**src/rtl/dmem_arbiter.sv**
```systemverilog
// Two-port arbiter for the single-port data memory.
// Port A has fixed priority; port B gets a starvation guard and a write-window check.
module dmem_arbiter #(
  parameter int unsigned STARVE_LIMIT = 4,
  parameter logic [31:0] B_WIN_LO     = 32'h0000_0000,
  parameter logic [31:0] B_WIN_HI     = 32'h0000_03FC
) (
  input  logic        clk,
  input  logic        reset,
  input  logic        req_a,
  input  logic        we_a,
  input  logic [31:0] addr_a,
  input  logic [31:0] wdata_a,
  output logic        ack_a,
  output logic [31:0] rdata_a,
  output logic        stall_a,
  input  logic        req_b,
  input  logic        we_b,
  input  logic [31:0] addr_b,
  input  logic [31:0] wdata_b,
  output logic        ack_b,
  output logic [31:0] rdata_b,
  output logic        err_b,
  output logic        mem_read,
  output logic        mem_write,
  output logic [31:0] mem_addr,
  output logic [31:0] mem_wdata,
  input  logic [31:0] mem_rdata,
  output logic        busy
);

  localparam logic [1:0] StIdle = 2'd0;
  localparam logic [1:0] StAcc  = 2'd1;
  localparam logic [1:0] StResp = 2'd2;

  localparam logic [7:0] StarveLimit = 8'(STARVE_LIMIT);

  logic [1:0]  state_q;
  logic        owner_b_q;
  logic        we_q;
  logic [31:0] addr_q;
  logic [31:0] wdata_q;
  logic [7:0]  starve_q;
  logic [31:0] rdata_a_q;
  logic [31:0] rdata_b_q;

  logic grant_a;
  logic grant_b;
  logic in_window;
  logic reject;
  logic in_acc;
  logic in_resp;

  always_comb begin
    grant_b = req_b & (~req_a | (starve_q >= StarveLimit));
    grant_a = req_a & ~grant_b;
    // Single unsigned range check: wraps below B_WIN_LO, so it covers both bounds.
    in_window = ((addr_q - B_WIN_LO) <= (B_WIN_HI - B_WIN_LO)) & (addr_q[1:0] == 2'b00);
    reject    = owner_b_q & we_q & ~in_window;
  end

  always_ff @(posedge clk or posedge reset) begin
    if (reset) begin
      state_q   <= StIdle;
      owner_b_q <= 1'b0;
      we_q      <= 1'b0;
      addr_q    <= '0;
      wdata_q   <= '0;
      starve_q  <= '0;
      rdata_a_q <= '0;
      rdata_b_q <= '0;
    end else begin
      case (state_q)
        StIdle: begin
          if (grant_a | grant_b) begin
            state_q   <= StAcc;
            owner_b_q <= grant_b;
            we_q      <= grant_b ? we_b    : we_a;
            addr_q    <= grant_b ? addr_b  : addr_a;
            wdata_q   <= grant_b ? wdata_b : wdata_a;
            if (grant_b) begin
              starve_q <= '0;
            end else if (req_b && (starve_q != 8'hFF)) begin
              starve_q <= starve_q + 8'd1;
            end
          end
        end
        StAcc: begin
          if (!we_q) begin
            if (owner_b_q) rdata_b_q <= mem_rdata;
            else           rdata_a_q <= mem_rdata;
          end
          state_q <= StResp;
        end
        default: state_q <= StIdle;
      endcase
    end
  end

  always_comb begin
    in_acc    = (state_q == StAcc);
    in_resp   = (state_q == StResp);
    mem_read  = in_acc & ~we_q;
    mem_write = in_acc & we_q & ~reject;
    mem_addr  = in_acc ? addr_q  : '0;
    mem_wdata = in_acc ? wdata_q : '0;
    ack_a     = in_resp & ~owner_b_q;
    ack_b     = in_resp & owner_b_q;
    err_b     = ack_b & reject;
    stall_a   = req_a & ~ack_a;
    busy      = (state_q != StIdle);
    rdata_a   = rdata_a_q;
    rdata_b   = rdata_b_q;
  end

endmodule

```
**config.mk**
```make
export PLATFORM = sky130hd
export DESIGN_NAME = dmem_arbiter
export DESIGN_NICKNAME = d
export VERILOG_FILES = /design/src/rtl/dmem_arbiter.sv
export SDC_FILE = /design/constraint.sdc
export NUM_CORES = 1
export LEC_CHECK = 0
export CORE_ASPECT_RATIO = 0.9
export CORE_MARGIN = 3
export CORE_UTILIZATION = 45
export DETAILED_ROUTE_END_ITERATION = 10
export GPL_TIMING_DRIVEN = 0
export PLACE_DENSITY = 0.87
export SETUP_SLACK_MARGIN = 0.15
export SYNTH_ARGS = -nofsm -noshare
export SYNTH_HDL_FRONTEND = slang
export SYNTH_SLANG_ARGS = --single-unit
```
**constraint.sdc**
```tcl
create_clock -name clk -period 12.56 [get_ports clk]
set_input_delay 3.14 -clock clk [delete_from_list [all_inputs] [get_ports clk]]
set_output_delay 3.14 -clock clk [all_outputs]
set_load 0.05 [all_outputs]
```
* Yosys cells after proc, flatten, opt, wreduce, memory -nomap -nowiden *
Cells that the tools add are included.
Widths: inputs -> output; s select.

operators by class
  $lt $le $gt $ge = 2
  bitwise logic cells = 21
  equality and inequality tests = 4
  reduce and logical (&&, ||, !) cells = 9
  $add $sub $neg = 1
  mux-type cells = 9

operators with widths
  kind                  count
  $mux 32               4
  $le 32x10->1 const B  1
  $mux 8                2
  $and 1x1->1           12
  $reduce_and 3->1      3
  $add 8x1->8 const B   1
  $ge 8x3->1 const B    1
  $ne 8x8->1 const B    1
  $not 1->1             7
  $logic_not 2->1       2
  $pmux 2 s2            1
  $reduce_bool 2->1     2
  $eq 2x1->1 const B    1
  $eq 2x2->1 const B    1
  $mux 2                1
  $ne 2x2->1 const B    1
  $or 1x1->1            2
  $reduce_and 2->1      1
  $logic_and 1x1->1     1
  $mux 1                1

word-level totals
  input bits = 166
  flip-flop bits (word level) = 140
  output and inout port bits = 135

* Depth between registers and ports, before layout *
  depth in word-level cells = 8
  mapped depth = 7
  gate-level depth less buffers = 4

* Least setup slack after synthesis *
OpenSTA, ideal clock, no wires.

  kind = input to output
  start point = in req_a
  end point = out stall_a
  path slack = 5,573 ps
  cell stages on the path = 1
  arrival time = 3,847 ps
  buffers on the path = 0
  data required time = 9,420 ps
  path through = nor2b_1

on the way
  word-level cells in the longest chain between the ends = 1

RTL lines
  item         line  RTL
  from (decl)  10    input logic req_a,
  $and 1x1->1  110   stall_a = req_a & ~ack_a;
  to (decl)    16    output logic stall_a,

Every way passes these cells.

* Worst setup path in the final report *
Same ends and word-level chain as after synthesis.

==> flow_metrics.env <==
export IMPL_outcome="finished, final reports clean"
export IMPL_path_class="in -> out"
export IMPL_min_path_cells=1
export IMPL_totalWireLength_microns=19600
export IMPL_hold_viol_final=0
export IMPL_io_pins=301
export IMPL_vias=5380
export IMPL_drc=0
export IMPL_yosysTopAreaCell="dfrtp_1"
export IMPL_nFillCells=897
export IMPL_post_place_ws_ns=4.74
export IMPL_synthesis_area_sq_mm=0.00642
export IMPL_mostFrequentLayoutCell="clkdlybuf4s50_1"
export IMPL_cts_clk_slew_worst_paths_ns=0.06
export IMPL_area_growth_pct=59.6
export IMPL_top_usage_layer="met2"
export IMPL_yosysUniqueCellTypes=30
export IMPL_min_period_ns=7.82
export IMPL_port_buffers=300
export IMPL_setup_viol=0
export IMPL_worstReg2RegStart="state_q[1]$_DFFE_PP0P_"
export IMPL_synth_edff_count=0
export IMPL_ant_nets=0
export IMPL_total_leakage_power_uw=0.00448
export IMPL_drtPass1Iterations=4
export IMPL_grt_pass1_wl_microns=31200
export IMPL_yosysSeqAreaShare_pct=54.6
export IMPL_dr_first_iter_drc_count=276
export IMPL_cts_root_buf="clkbuf_16"
export IMPL_powerDensity_mw_per_mm2=299
export IMPL_synth_fp_nets=723
export IMPL_viasPerCell=5.00
export IMPL_met2_usage_pct=45.0
export IMPL_ir_drop_mv=0.232
export IMPL_die_w_microns=132
export IMPL_synth_ff_type="dfrtp_1"
export IMPL_r2r_cells=7
export IMPL_hp_start="rdata_b[29]$_DFFE_PP0P_"
export IMPL_fin_nets=1043
export IMPL_cp_arrival_ns=4.68
export IMPL_hp_class="reg -> reg"
export IMPL_start_util_pct=47.0
export IMPL_avgSynthCellArea_sq_um=11.6
export IMPL_syn_inst=555
export IMPL_htree_levels=4
export IMPL_grt_max_degree=75
export IMPL_track_usage_pct=25.1
export IMPL_ys_warn_count=0
export IMPL_antenna_found_initial=0
export IMPL_dp_hpwl_microns=15300
export IMPL_clock_sinks=140
export IMPL_num_antenna_cells=0
export IMPL_max_freq_ghz=0.128
export IMPL_numCtsBuffers=17
export IMPL_avgRoutedWirePerCell_microns=18.2
export IMPL_tightestPinTransition_ns=0.754
export IMPL_final_setup_tns_ns=0
export IMPL_crit_fanout=4
export IMPL_drv_slew=0
export IMPL_end_kind="output pin"
export IMPL_final_cell_mix="300 x clkdlybuf4s50_1, 140 x dfrtp_1, 76 x nor2_1"
export IMPL_cts_buffer_depth=2
export IMPL_core_area_sq_mm=0.0137
export IMPL_cap_violations=0
export IMPL_holdBufCountCts=0
export IMPL_crit_path_start="req_a"
export IMPL_netlist_area_leader_share_pct=54.6
export IMPL_cp_start_kind="input port"
export IMPL_die_h_microns=119
export IMPL_grt_pass1_vias=5822
export IMPL_postCtsSetupRepairBufs=0
export IMPL_std_cell_rows=40
export IMPL_overflow=0
export IMPL_postCtsResizedCells=0
export IMPL_rsz0062_at_grt="false"
export IMPL_yosys_top_cells_area="dfrtp_1 55%, mux2_2 11%, mux2i_1 10%"
export IMPL_routabilityCongestion=0.837
export IMPL_drive_above_1_share_pct=12.7
export IMPL_grt_util_met3_pct=6.46
export IMPL_cp_data_required_time_ns=9.42
export IMPL_ys_ff_latch=140
export IMPL_min_period_over_period_pct=62.2
export IMPL_timing_slew_headroom_pct=49.3
export IMPL_async_reset_ff_share_pct=100
export IMPL_clk_latency_ns=0.41
export IMPL_skew_ns=0.0109
export IMPL_grt_use_met1_pct=29.4
export IMPL_timing_final_ws_setup_ns=4.74
export IMPL_fp_dieArea_sq_mm=0.0157
export IMPL_cts_tree="built"
## routing by layer
| layer | wire length (microns) | vias up | share of wire [%] |
|---|---|---|---|
| met3 | 1260 | 28 | 6.4 |
| met4 | 396 | 0 | 2.0 |
| li1 | - | 2547 | - |
| met2 | 10300 | 199 | 52 |
| met5 | 0 | - | 0 |
| met1 | 7670 | 2606 | 39 |
## cell type report
class | count | area, sq um | area share, %
Multi-Input combinational cell | 372 | 2640 | 25.8
Clock buffer | 22 | 464 | 4.53
Sequential cell | 140 | 3500 | 34.2
Buffer | 35 | 245 | 2.39
Tap cell | 189 | 236 | 2.31
Inverter | 8 | 35.0 | 0.342
Clock inverter | 10 | 92.6 | 0.903
Timing Repair Buffer | 301 | 3030 | 29.6
## stage by stage
step	area [sq um]	power [uW]	hold slack (ns)	cells	util [%]
detailed placement	9690	2610	0.477	1045	70.9
floorplan	6420	1960	0.487	555	-
global route	10200	3210	0.513	1077	75.0
finish	10200	3060	0.489	1077	75.0
CTS	10200	3080	0.490	1077	75.0
global placement	9660	2550	0.470	1044	70.7
## cells in the mapped netlist (all sizes together), types with 2 or more instances
cell,number
a21oi,66
a41oi,4
and2,65
and3,4
buf,21
clkbuf,14
dfrtp,140
ha,2
inv,8
mux2,64
mux2i,65
nand2,4
nand2b,2
nor2,76
nor3,4
nor4,7
o21ai,3
## path summary, 6_finish.rpt
path	to	slack [ns]
max	stall_a	4.74
min	rdata_b[29]$_DFFE_PP0P_	0.49
max reg2reg	wdata_q[15]$_DFFE_PP0P_	10.65
min reg2reg	rdata_b[29]$_DFFE_PP0P_	0.49
max in group asynchronous	addr_q[26]$_DFFE_PP0P_	8.60
min in group asynchronous	rdata_a[3]$_DFFE_PP0P_	3.20
## logic make-up (layout without fill, tap and decap cells)
logic type      after synthesis  in the layout  synth area share [%]
compound gates               76             76                  6.28
buf+inv                      43            376                  4.29
flops                       140            140                  54.6
fa+ha+maj                     2              2                 0.390
mux                         129            129                  21.4
simple gates                165            165                  13.1
## critical path: stages
cell and delay, ns:
clkdlybuf4s50_1 0.55, nor2b_1 0.17, clkdlybuf4s50_1 0.82
## state kept, by name, indices dropped and copies added, names as in the netlist
signal,cells
wdata_q,32
rdata_a,32
state_q,2
starve_q,8
we_q,1
rdata_b,32
owner_b_q,1
addr_q,32
## power breakdown
group	internal [uW]	total [uW]	leakage [uW]	switching, uW
sequential	668	794	0.00164	126
clock	282	463	0.000262	181
combinational	640	1800	0.00258	1160
(Power assumes the default switching activity.)
